### src/rtl/mem_dump.sv
// rtl/mem_dump.sv - RAM window read-out engine streaming a framed, checksummed byte stream
module mem_dump #(
    parameter int DATA_W = 16,
    parameter int ADDR_W = 8
) (
    input  logic              clk,
    input  logic              reset,
    input  logic              start,
    input  logic [ADDR_W-1:0] base_addr,
    input  logic [ADDR_W:0]   word_count,
    output logic              mem_re,
    output logic [ADDR_W-1:0] mem_addr,
    input  logic [DATA_W-1:0] mem_rdata,
    output logic [7:0]        tx_data,
    output logic              tx_valid,
    input  logic              tx_ready,
    output logic              busy,
    output logic              done
);

    localparam int NB = DATA_W / 8;
    localparam int BW = (NB > 1) ? $clog2(NB) : 1;

    localparam logic [2:0] S_IDLE = 3'd0;
    localparam logic [2:0] S_SYNC = 3'd1;
    localparam logic [2:0] S_RD   = 3'd2;
    localparam logic [2:0] S_LAT  = 3'd3;
    localparam logic [2:0] S_BYTE = 3'd4;
    localparam logic [2:0] S_CSUM = 3'd5;
    localparam logic [2:0] S_FIN  = 3'd6;

    localparam logic [7:0] SYNC_BYTE = 8'hA5;

    logic [2:0]        state;
    logic [ADDR_W-1:0] base_q;
    logic [ADDR_W:0]   count_q;
    logic [ADDR_W:0]   idx;
    logic [DATA_W-1:0] shreg;
    logic [BW-1:0]     bidx;
    logic [7:0]        csum;

    logic accept;
    logic last_byte;
    logic last_word;

    assign accept    = tx_valid && tx_ready;
    assign last_byte = (bidx == BW'(NB - 1));
    assign last_word = ((idx + (ADDR_W+1)'(1)) == count_q);

    // Frame sequencing: sync byte, per-word read/latch/serialise, checksum, done pulse.
    // Outputs are decoded from state so an asynchronous reset clears them immediately.
    always_ff @(posedge clk or negedge reset) begin
        if (!reset) begin
            state   <= S_IDLE;
            base_q  <= '0;
            count_q <= '0;
            idx     <= '0;
            shreg   <= '0;
            bidx    <= '0;
            csum    <= '0;
        end else begin
            case (state)
                S_IDLE: begin
                    if (start) begin
                        base_q  <= base_addr;
                        count_q <= word_count;
                        idx     <= '0;
                        csum    <= '0;
                        state   <= S_SYNC;
                    end
                end
                S_SYNC: begin
                    if (accept) begin
                        state <= (count_q == '0) ? S_CSUM : S_RD;
                    end
                end
                S_RD: begin
                    state <= S_LAT;
                end
                S_LAT: begin
                    shreg <= mem_rdata;
                    bidx  <= '0;
                    state <= S_BYTE;
                end
                S_BYTE: begin
                    if (accept) begin
                        csum  <= csum ^ shreg[7:0];
                        shreg <= shreg >> 8;
                        bidx  <= bidx + BW'(1);
                        if (last_byte) begin
                            idx   <= idx + (ADDR_W+1)'(1);
                            state <= last_word ? S_CSUM : S_RD;
                        end
                    end
                end
                S_CSUM: begin
                    if (accept) begin
                        state <= S_FIN;
                    end
                end
                S_FIN: begin
                    state <= S_IDLE;
                end
                default: begin
                    state <= S_IDLE;
                end
            endcase
        end
    end

    // Output decode; the address wraps naturally through the ADDR_W-bit add.
    always_comb begin
        mem_re   = 1'b0;
        mem_addr = '0;
        tx_data  = 8'h00;
        tx_valid = 1'b0;
        busy     = 1'b0;
        done     = 1'b0;
        case (state)
            S_SYNC: begin
                tx_valid = 1'b1;
                tx_data  = SYNC_BYTE;
                busy     = 1'b1;
            end
            S_RD: begin
                mem_re   = 1'b1;
                mem_addr = base_q + idx[ADDR_W-1:0];
                busy     = 1'b1;
            end
            S_LAT: begin
                busy = 1'b1;
            end
            S_BYTE: begin
                tx_valid = 1'b1;
                tx_data  = shreg[7:0];
                busy     = 1'b1;
            end
            S_CSUM: begin
                tx_valid = 1'b1;
                tx_data  = csum;
                busy     = 1'b1;
            end
            S_FIN: begin
                done = 1'b1;
            end
            default: begin
                mem_re = 1'b0;
            end
        endcase
    end

endmodule

### config.mk
export PLATFORM = sky130hd
export DESIGN_NAME = mem_dump
export DESIGN_NICKNAME = d
export VERILOG_FILES = /design/src/rtl/mem_dump.sv
export SDC_FILE = /design/constraint.sdc
export NUM_CORES = 1
export LEC_CHECK = 0
export ABC_AREA = 1
export ABC_CLOCK_PERIOD_IN_PS = 1750
export BUFFER_PORTS_ARGS = -buffer_cell sky130_fd_sc_hd__buf_4
export CAP_MARGIN = 15
export CORE_ASPECT_RATIO = 1.5
export CORE_UTILIZATION = 50
export DETAILED_ROUTE_END_ITERATION = 7
export PLACE_DENSITY = 0.76
export SLEW_MARGIN = 20
export SYNTH_ARGS = -nofsm -noshare
export SYNTH_HDL_FRONTEND = slang
export SYNTH_SLANG_ARGS = --single-unit
### constraint.sdc
create_clock -name clk -period 1.75 [get_ports clk]
set_input_delay 0.175 -clock clk [delete_from_list [all_inputs] [get_ports clk]]
set_output_delay 0.175 -clock clk [all_outputs]
set_load 0.05 [all_outputs]
# Word-level counts from Yosys, hierarchy flattened
# Cells that the tools add are included.
# word_totals
reg_bits	54
latch_bits	0
ramBits	0
romBits	0
in_bits	37
out_inout_bits	20
word_cells	60
n_memories	0
# classes
addsub	3
n_mul	0
div	0
order_cmp	0
n_eq_ne	12
shifts	0
muxes	25
bitwise	1
reduce_logical	12
# op_table
op	count
one-hot mux 16 bit (2 select lines)	1
two-way mux 9 bit	3
two-way mux 8 bit	3
one-hot mux 8 bit (3 select lines)	1
two-way mux 3 bit	7
one-hot mux 3 bit (6 select lines)	1
one-hot mux 9 bit (2 select lines)	1
two-way mux 16 bit	1
one-hot mux 8 bit (2 select lines)	1
inequality test 2 bit (second input constant)	5
adder 9 x 1 -> 9 bit (second input constant)	1
== test 3 bit (second input constant)	3
== test 9 bit	1
zero test 9 bit	1
adder 8 bit	1
bitwise XOR 8 bit	1
== test 3 x 2 -> 1 bit (second input constant)	2
two-way mux 1 bit	5
AND reduction 5 bit	1
OR reduction 5 bit	1
AND reduction 2 bit	2
AND reduction 4 bit	1
nonzero test 2 bit	2
== test 3 x 1 -> 1 bit (second input constant)	1
6 further kinds	6

# Depth between registers and ports, before layout
# logic_depth
ltp_word	6
depth_mapped	13
mapped_depth_nobuf	13

# Least setup slack after synthesis
# Ideal clock, no wire load.
# synth_path
kind	register -> output
startpoint	register state[2]
endpoint	output port mem_addr[2]
arrival_time_ns	2.521
t_required_ns	1.575
slack_ns	-0.946
stages_incl_launch_ff	6
path_buffers	0
path_cell_list	dfrtp_1 > nor2_1 > inv_1 > nor2_1 > o21ai_0 > a21oi_1
# synth_via
elab_chain_len	2
# synth_rtl
element	line_no	rtl
start: declaration	34	logic [2:0] state;
start signal: assignment	74	state <= (count_q == '0) ? S_CSUM : S_RD;
start signal: assignment	92	state <= last_word ? S_CSUM : S_RD;
== test 3 x 2 -> 1 bit	119	case (state)
two-way mux 8 bit	119	
end: declaration	12	output logic [ADDR_W-1:0] mem_addr,
# Every way passes these cells.

# Final worst setup path
# layout_path
startpoint	register idx[0]
endpoint	output port mem_addr[6]
# layout_via
elab_chain_len	2
# layout_rtl
element	line_no	rtl
start: declaration	37	logic [ADDR_W:0] idx;
start signal: assignment	91	idx <= idx + (ADDR_W+1)'(1);
adder 8 bit	127	mem_addr = base_q + idx[ADDR_W-1:0];
two-way mux 8 bit	119	
# Every way passes these cells.

==> results.sh <==
export IMPL_grt_usage_pct=28.0
export IMPL_slowest_delay_ns=0.45
export IMPL_crit_fanout=2
export IMPL_h_tree_depth=2
export IMPL_chipHeight_um=98.0
export IMPL_layout_cells_non_filler=597
export IMPL_diodes=0
export IMPL_dr_pass1_iters=5
export IMPL_hold_class="primary input to flip-flop"
export IMPL_synth_cell_area_mm2=0.00307
export IMPL_synth_cells=411
export IMPL_tritoncts="yes"
export IMPL_relSlewSlack_pct=54.1
export IMPL_regArea_mm2=0.00136
export IMPL_crit_path_cell_trace="ha_4, fa_2, nand3_2, nand2_2, nand2_2, nand2_2, a21oi_4, xor2_2, nor2_4, buf_6"
export IMPL_post_synth_num_cell_types=32
export IMPL_routedWlPerCell_um=16.3
export IMPL_cp_top_family="adder cells"
export IMPL_setup_ws_ns=-0.561
export IMPL_drive_gt1_share_pct=41.3
export IMPL_worstMarginPinSlew_ns=0.688
export IMPL_crit_top_cell="nand2_2"
export IMPL_multi_input_area_mm2=0.00194
export IMPL_antenna_found_initial=0
export IMPL_final_cell_mix="nand2_1, buf_4, dfrtp_1"
export IMPL_fmaxAchievable_mhz=433
export IMPL_cp_end_kind="output pin"
export IMPL_layout_commonest_cell="nand2_1"
export IMPL_dr_first_iter_drc_count=133
export IMPL_crit_arrival_ns=2.14
export IMPL_wl_mm=9.71
export IMPL_setup_viol=30
export IMPL_crit_buf_inv=1
export IMPL_clk_latency_ns=0.31
export IMPL_ant_nets=0
export IMPL_routed_via_density=5.60
export IMPL_io_buffers=56
export IMPL_syn_num_nets=457
export IMPL_rows=34
export IMPL_avgSynthCellArea_um2=7.48
export IMPL_utilization_pct=81.3
export IMPL_cap_violations=0
export IMPL_cts_buffers=5
export IMPL_power_density_mw_per_mm2=1540
export IMPL_hpwl_mm=5.86
export IMPL_place_gp_congestion=0.826
export IMPL_start_kind="flip-flop"
export IMPL_timing_final_crit_share_pct=132
export IMPL_initial_core_util_pct=52.4
export IMPL_period_needed_ns=2.31
export IMPL_report_final_hold_viol_count=0
export IMPL_status="finished with violations"
export IMPL_grt_max_degree=55
export IMPL_drc=0
export IMPL_worst_setup_path_type="flip-flop to output pin"
export IMPL_worstPathRequired_ns=1.57
export IMPL_rsz0062_at_grt="yes"
export IMPL_die_area_mm2=0.00647
export IMPL_io_pins=57
export IMPL_path_depth=10
export IMPL_ir_drop_uv=1240
export IMPL_clkSinkCount=54
export IMPL_grt_pass1_wl_mm=13.8
export IMPL_ys_ff_latch=54
export IMPL_finalPower_uw=7350
export IMPL_clock_skew_ns=0.0102
export IMPL_violations="negative setup slack"
export IMPL_place_inst=562
export IMPL_maxSlewViolCount=0
export IMPL_cts_buffer_depth=2
export IMPL_path_clk_slew_ns=0.10
export IMPL_cpMaxStageDelayCell="dfrtp_2"
export IMPL_core_area_mm2=0.00587
export IMPL_rr_worst_depth=14
export IMPL_leakage_uw=0.00223
export IMPL_via_count=3345
export IMPL_hold_depth=3
export IMPL_layout_nets=570
export IMPL_seq_area_frac_synth_pct=44.0
export IMPL_fp_dieW_um=66.0
export IMPL_grt_pass1_vias=3153
export IMPL_fillers=351
export IMPL_cts_root_buf="clkbuf_8"
export IMPL_syn2layout_area_growth_pct=55.2
export IMPL_hold_slack_ns=0.0534
export IMPL_yosysWarnings=0
export IMPL_grt_overflow=0
-- through the flow --
step | setup TNS [ns] | instance area (µm²) | setup WS, ns
2_1_floorplan | -1.79 | 3170 | -0.179
3_3_place_gp | -0.513 | 3900 | -0.196
3_5_place_dp | -0.940 | 3900 | -0.235
4_1_cts | -2.30 | 4340 | -0.508
5_1_grt | -7.07 | 4770 | -0.653
6_report | -4.83 | 4770 | -0.561
-- Yosys cell counts, drive strengths merged --
cell type / number / share of area [%]
a211oi: 1 / 0.24
a21o: 1 / 0.24
a21oi: 16 / 2.6
a31oi: 1 / 0.20
and3: 1 / 0.20
buf: 3 / 0.49
clkbuf: 6 / 0.77
dfrtp: 54 / 44
fa: 1 / 0.65
ha: 8 / 3.3
inv: 55 / 6.7
nand2: 115 / 14
nand3: 34 / 5.5
nand3b: 1 / 0.24
nand4: 3 / 0.61
nor2: 37 / 5.8
nor3: 2 / 0.49
nor4: 1 / 0.20
o211ai: 8 / 2.0
o21ai: 49 / 8.0
o21bai: 1 / 0.24
o22ai: 7 / 1.4
xnor2: 2 / 0.57
xor2: 4 / 1.1
-- flip-flops by register name, indices dropped and copies added (netlist names) --
register,cells
base_q,8
bidx,1
count_q,9
csum,8
idx,9
shreg,16
state,3
-- what timing repair did --
action                     4_1_cts  5_1_grt
setup buffers                   13       17
hold endpoints to repair        54        0
setup endpoints to repair       25       32
resized for setup               64       81
hold buffers                     1        0
pin swaps                       26       25
-- routing by layer --
| layer | global-route usage (%) | wire length (µm) |
|---|---|---|
| met5 | 0 | 0 |
| met4 | 13.4 | 457 |
| met3 | 3.97 | 433 |
| met2 | 51.4 | 5380 |
| met1 | 30.2 | 3440 |
-- final timing paths --
path	start	slack, ns	to
max	idx[0]	-0.56	mem_addr[6]
min	base_addr[2]	0.05	base_q[2]
max reg2reg	idx[0]	-0.19	state[0]
min reg2reg	csum[0]	0.49	csum[0]
max in group asynchronous	reset	0.82	idx[0]
min in group asynchronous	reset	0.42	bidx
-- power by group --
group,total [µW],internal (µW),switching [µW]
registers,2110,1750,359
logic,4390,1730,2650
clock network,855,428,427
-- worst min-delay path: stages --
cell and delay [ns]:
buf_4 0.08, nand2_1 0.04, nand2_1 0.05
-- cell families (layout without fill, tap and decap cells) --
logic type,after synthesis,in the layout,share of synthesized area (%)
DFF,54,54,44.0
adders and majority gates,9,9,3.91
AOI/OAI and AO/OA,84,84,14.9
and+or+nand+nor,194,194,27.6
xor gates and xnor gates,6,6,1.71
buffers and inverters,64,178,7.98
-- final cells by class --
type	instances	area share [%]
flip-flops and latches	54	28.4
multi-input cells	293	40.6
inverters	55	4.85
clock inverters	2	0.787
repair buffers	115	21.9
clock buffers	6	1.52
well taps	72	1.89
No activity file was read; power rests on OpenSTA's default activity.
